**config.mk**
```make
export PLATFORM = sky130hd
export DESIGN_NAME = data_ram_arbiter
export DESIGN_NICKNAME = d
export VERILOG_FILES = /design/src/rtl/data_ram_arbiter.sv
export SDC_FILE = /design/constraint.sdc
export NUM_CORES = 1
export LEC_CHECK = 0
export ABC_AREA = 1
export BUFFER_PORTS_ARGS = -buffer_cell sky130_fd_sc_hd__buf_2
export CAP_MARGIN = 10
export CORE_AREA = 4 4 119 121
export CTS_CLUSTER_SIZE = 20
export DETAILED_ROUTE_END_ITERATION = 7
export DIE_AREA = 0 0 123 125
export PLACE_DENSITY = 0.69
export SLEW_MARGIN = 5
export SYNTH_ARGS = -nofsm -noshare
export SYNTH_HDL_FRONTEND = slang
export SYNTH_SLANG_ARGS = --single-unit
export TNS_END_PERCENT = 30
```
**constraint.sdc**
```tcl
create_clock -name clk -period 3.86 [get_ports clk]
set_clock_uncertainty 0.15 [all_clocks]
set_input_delay 0.579 -clock clk [delete_from_list [all_inputs] [get_ports clk]]
set_output_delay 0.579 -clock clk [all_outputs]
set_load 0.05 [all_outputs]
```
**src/rtl/data_ram_arbiter.sv**
```systemverilog
// data_ram_arbiter: shares one single-port data RAM between the core LSU (m0)
// and the debug/DMA port (m1). One access per cycle, combinational grant,
// registered read data one cycle later. Locked bursts are bounded by a hold
// limit while the other master is waiting.
// Build option: DATA_RAM_ARB_RR_EN selects round-robin tie-breaking in IDLE;
// left undefined, m0 wins ties (except right after a hold-limit handoff).
module data_ram_arbiter #(
  parameter int ADDR_W   = 32,
  parameter int DATA_W   = 32,
  parameter int MAX_HOLD = 8
) (
  input  logic                  clk,
  input  logic                  rst,
  input  logic                  m0_req,
  input  logic                  m0_we,
  input  logic                  m0_lock,
  input  logic [ADDR_W-1:0]     m0_addr,
  input  logic [DATA_W/8-1:0]   m0_sel,
  input  logic [DATA_W-1:0]     m0_wdata,
  output logic                  m0_gnt,
  output logic                  m0_rvalid,
  output logic [DATA_W-1:0]     m0_rdata,
  input  logic                  m1_req,
  input  logic                  m1_we,
  input  logic                  m1_lock,
  input  logic [ADDR_W-1:0]     m1_addr,
  input  logic [DATA_W/8-1:0]   m1_sel,
  input  logic [DATA_W-1:0]     m1_wdata,
  output logic                  m1_gnt,
  output logic                  m1_rvalid,
  output logic [DATA_W-1:0]     m1_rdata,
  output logic                  ram_ce,
  output logic                  ram_we,
  output logic [ADDR_W-1:0]     ram_addr,
  output logic [DATA_W/8-1:0]   ram_sel,
  output logic [DATA_W-1:0]     ram_wdata,
  input  logic [DATA_W-1:0]     ram_rdata,
  output logic [1:0]            owner
);

  localparam logic [7:0] HOLD_MAX = 8'(MAX_HOLD);

  typedef enum logic [1:0] {
    IDLE = 2'd0,
    OWN0 = 2'd1,
    OWN1 = 2'd2
  } state_t;

  state_t     state;
  logic [7:0] hold_cnt;
  logic       last_gnt;   // 0 = m0 granted last, 1 = m1
  logic       tie_m1;     // m1 wins a simultaneous IDLE request
  logic       hold_max;
  logic       gnt0;
  logic       gnt1;

`ifndef DATA_RAM_ARB_RR_EN
  // Set when an ownership ended on the hold limit; lets the starved master
  // win the next tie even though m0 otherwise has fixed priority.
  logic       handoff;
`endif

  assign hold_max = (hold_cnt == HOLD_MAX);

  // Tie-break choice for IDLE arbitration
  always_comb begin
`ifdef DATA_RAM_ARB_RR_EN
    tie_m1 = ~last_gnt;
`else
    tie_m1 = handoff & ~last_gnt;
`endif
  end

  // Grant decision; nothing is granted while reset is asserted
  always_comb begin
    gnt0 = 1'b0;
    gnt1 = 1'b0;
    if (rst) begin
      unique case (state)
        IDLE: begin
          if (m0_req && m1_req) begin
            gnt1 = tie_m1;
            gnt0 = ~tie_m1;
          end else begin
            gnt0 = m0_req;
            gnt1 = m1_req;
          end
        end
        OWN0:    gnt0 = m0_req;
        OWN1:    gnt1 = m1_req;
        default: ;
      endcase
    end
  end

  assign m0_gnt = gnt0;
  assign m1_gnt = gnt1;

  // RAM port mux: granted master's signals, all-zero when idle
  always_comb begin
    ram_ce    = gnt0 | gnt1;
    ram_we    = 1'b0;
    ram_addr  = '0;
    ram_sel   = '0;
    ram_wdata = '0;
    if (gnt0) begin
      ram_we    = m0_we;
      ram_addr  = m0_addr;
      ram_sel   = m0_sel;
      ram_wdata = m0_wdata;
    end else if (gnt1) begin
      ram_we    = m1_we;
      ram_addr  = m1_addr;
      ram_sel   = m1_sel;
      ram_wdata = m1_wdata;
    end
  end

  // Ownership FSM, hold counter, tie-break history and read-return registers
  always_ff @(posedge clk) begin
    if (!rst) begin
      state     <= IDLE;
      owner     <= 2'b00;
      hold_cnt  <= '0;
      last_gnt  <= 1'b1;
`ifndef DATA_RAM_ARB_RR_EN
      handoff   <= 1'b0;
`endif
      m0_rvalid <= 1'b0;
      m1_rvalid <= 1'b0;
      m0_rdata  <= '0;
      m1_rdata  <= '0;
    end else begin
      m0_rvalid <= gnt0 & ~m0_we;
      m1_rvalid <= gnt1 & ~m1_we;
      if (gnt0 && !m0_we) m0_rdata <= ram_rdata;
      if (gnt1 && !m1_we) m1_rdata <= ram_rdata;
`ifdef DATA_RAM_ARB_RR_EN
      if (gnt0 || gnt1) last_gnt <= gnt1;
`endif
      unique case (state)
        IDLE: begin
`ifndef DATA_RAM_ARB_RR_EN
          if (gnt0 || gnt1) handoff <= 1'b0;
`endif
          if (gnt0 && m0_lock) begin
            state    <= OWN0;
            owner    <= 2'b01;
            hold_cnt <= 8'd1;
          end else if (gnt1 && m1_lock) begin
            state    <= OWN1;
            owner    <= 2'b10;
            hold_cnt <= 8'd1;
          end
        end
        OWN0: begin
          if (gnt0) begin
            if (m1_req && hold_max) begin
              state    <= IDLE;
              owner    <= 2'b00;
              last_gnt <= 1'b0;
`ifndef DATA_RAM_ARB_RR_EN
              handoff  <= 1'b1;
`endif
            end else if (!m0_lock) begin
              state <= IDLE;
              owner <= 2'b00;
            end else if (!hold_max) begin
              hold_cnt <= hold_cnt + 8'd1;
            end
          end
        end
        OWN1: begin
          if (gnt1) begin
            if (m0_req && hold_max) begin
              state    <= IDLE;
              owner    <= 2'b00;
              last_gnt <= 1'b1;
`ifndef DATA_RAM_ARB_RR_EN
              handoff  <= 1'b1;
`endif
            end else if (!m1_lock) begin
              state <= IDLE;
              owner <= 2'b00;
            end else if (!hold_max) begin
              hold_cnt <= hold_cnt + 8'd1;
            end
          end
        end
        default: begin
          state <= IDLE;
          owner <= 2'b00;
        end
      endcase
    end
  end

endmodule

```
==> impl_metrics.tcl <==
set metrics [dict create \
    cap_violations 0 \
    required_ps 3130 \
    p_per_area_nw_per_um2 679 \
    synth.area.top_cells "dfxtp_1, nand2_1, nand3_1, nor2_1, a21oi_1" \
    grt_max_degree 39 \
    synth_top_area_cell "dfxtp_1" \
    htree_levels 3 \
    grt.overflow.total 0 \
    hpwlAfterDp_mm 13.5 \
    drtIter0Drc 254 \
    rr_endpoint "m0_rdata[12]$_SDFFE_PN0P_" \
    synth_cell_types 27 \
    setup_tns_ps 0 \
    path_buf_inv 4 \
    post-route-period-util 0.899 \
    io_buffers 315 \
    relSlewSlack 0.554 \
    worst_hold_slack_ps 313 \
    r2r-start "state[0]$_SDFFE_PN0P_" \
    yosysSeqAreaShare 0.370 \
    p_total_w 0.00422 \
    rsz0062_at_grt "false" \
    wl_per_cell_um 15.0 \
    synth_area_um2 4220 \
    tightestPinTransition_ps 670 \
    final_area_um2 6210 \
    drc 0 \
    mostFrequentLayoutCells "buf_2, nand2_1, nor2_1" \
    r2r_setup_slack_ps 1050 \
    cts_buffers 9 \
    cts_buffer_depth 2 \
    slowest_stage "buf_4" \
    die_x_um 123 \
    hold_viol 0 \
    cts_setup_buffers 0 \
    crit_start "state[0]$_SDFFE_PN0P_" \
    row_count 42 \
    design.die.area_um2 15400 \
    path_clk_slew_ps 60 \
    holdPathEnd "m1_rdata[30]$_SDFFE_PN0P_" \
    critical-path-top-delay-family "buffers and inverters" \
    pin_count 316 \
    syn2layout_area_growth_pct 47.3 \
    r2r_cells 11 \
    synth-seq-cells 78 \
    antenna_cells 0 \
    core_area_um2 13100 \
    synth_warnings 0 \
    dp.cells 1138 \
    worstSetupStartpointType "register" \
    dr.pass1.iters 5 \
    hold_start "m1_rdata[30]$_SDFFE_PN0P_" \
    antenna_found_initial 2 \
    synth_top_area_share 0.370 \
    drive_above_1_share 0.368 \
    fillers 1375 \
    syn_inst 677 \
    arrival_ps 2740 \
    drtAntennaViolNets 0 \
    outcome "complete, no violations" \
    placed_area_um2 5930 \
    gp_congestion 0.945 \
    fin_crit_ps 3470 \
    worst_path_largest_cell_delay_ps 430 \
    cp_max_fo 37 \
    grt_pass1_vias 4987 \
    tritoncts "done" \
    final_common_cell "buf_2" \
    vias 5408 \
    die-height_um 125 \
    min_path_type "register to register" \
    cts_root_buf "clkbuf_16" \
    max_freq_mhz 288 \
    vias_per_cell 4.69 \
    p_leak_nw 3.57 \
    syn-num-nets 860 \
    stdcell_count 1154 \
    slew_viol_final 0 \
    hold_buffers 0 \
    initial_core_util 0.322 \
    grt.total_usage 0.212 \
    clk_latency_ps 320 \
    fin_nets 1156 \
    setup_viol 0 \
    hold_depth 2 \
    syn_area_per_cell_um2 6.23 \
    cts.sinks 78 \
    irDropWorstVdd_uv 288 \
    cts_resized 0 \
    grt_pass1_wl_mm 26.2 \
    crit_path_frequent_cell "buf_4" \
    critical_path_class "register to output pin" \
    crit_chain "inv_1 > ha_1 > nor2_1 > nor3_4 > nand2_2 > buf_4 > buf_4 > nand3_1 > nand2_1 > buf_2" \
    wl_mm 17.4 \
    crit_path_end_kind "output pin" \
]
[area by class of cell]
class / count / area, um2 / area share
multi-input combinational: 528 / 2310 / 0.373
timing repair buffer: 329 / 1720 / 0.278
sequential: 78 / 1560 / 0.251
clock buffer: 11 / 243 / 0.0391
tap: 176 / 220 / 0.0354
inverter: 27 / 106 / 0.0171
clock inverter: 5 / 42.5 / 0.00685
[cell usage after synthesis]
| master | instances |
|---|---|
| xor2_1 | 1 |
| ha_1 | 7 |
| buf_1 | 2 |
| nand4_1 | 1 |
| inv_2 | 5 |
| nand3_1 | 90 |
| nand3_2 | 1 |
| o211ai_1 | 1 |
| nand3b_2 | 1 |
| o21ai_0 | 33 |
| buf_4 | 2 |
| nor3_4 | 1 |
| nand2_2 | 3 |
| o21ai_1 | 4 |
| a21oi_1 | 36 |
| inv_1 | 21 |
| or2_1 | 1 |
| clkbuf_1 | 16 |
| nor2_1 | 95 |
| buf_6 | 5 |
| buf_2 | 19 |
| or2_2 | 1 |
| nor2_4 | 2 |
| clkinv_4 | 1 |
| dfxtp_1 | 78 |
| nand2_1 | 249 |
| nor2_2 | 1 |
[worst register-to-register path, cell delays in order, from the launching register on]
cell,delay [ps]
dfxtp_1,340
inv_1,120
ha_1,290
nor2_1,100
nor3_4,140
nand2_2,80
buf_4,250
nor2_4,180
buf_4,370
inv_2,340
nor2_1,270
nor2_1,70
[per-layer routing]
metal	share of wire	GRT usage	vias up
met3	0.12	0.0781	14
li1	-	-	2736
met4	0.0071	0.0319	4
met1	0.42	0.270	2421
met2	0.45	0.351	233
met5	0.0012	0	-
[cells by family (layout without fill, tap and decap cells)]
| kind of cell | after synthesis | count (layout) | share of synthesized area |
|---|---|---|---|
| buf+inv | 71 | 372 | 0.0807 |
| fa+ha+maj | 7 | 7 | 0.0208 |
| xor+xnor | 1 | 1 | 0.00208 |
| compound gates | 74 | 74 | 0.0884 |
| simple gates | 446 | 446 | 0.438 |
| flops | 78 | 78 | 0.370 |
[stage by stage]
step	setup slack (ps)	util
after global placement	788	0.453
final	389	0.475
after detailed placement	749	0.453
after CTS	390	0.475
after global routing	162	0.475
after floorplan	397	-
[registers in the layout, summed over array words and instances (netlist names)]
name       flops
hold_cnt       8
m0_rdata      32
m1_rdata      32
handoff        1
state          2
m1_rvalid      1
m0_rvalid      1
last_gnt       1
[how the worst max path moves through the flow]
| stage | to | slack, ps | cells past startpoint |
|---|---|---|---|
| 3_3_place_gp | ram_addr[30] | 790 | 11 |
| 2_1_floorplan | ram_we | 400 | 8 |
| 3_5_place_dp | ram_wdata[4] | 750 | 10 |
| 5_1_grt | ram_sel[2] | 160 | 10 |
| 6_report | ram_wdata[4] | 390 | 10 |
| 4_1_cts | ram_wdata[4] | 390 | 10 |
[where the power goes]
part	switching (W)	internal, W
Sequential	0.0000830	0.000923
Combinational	0.00182	0.000598
Clock	0.000339	0.000459
Total	0.00224	0.00198
No activity file was read; power rests on OpenSTA's default activity.
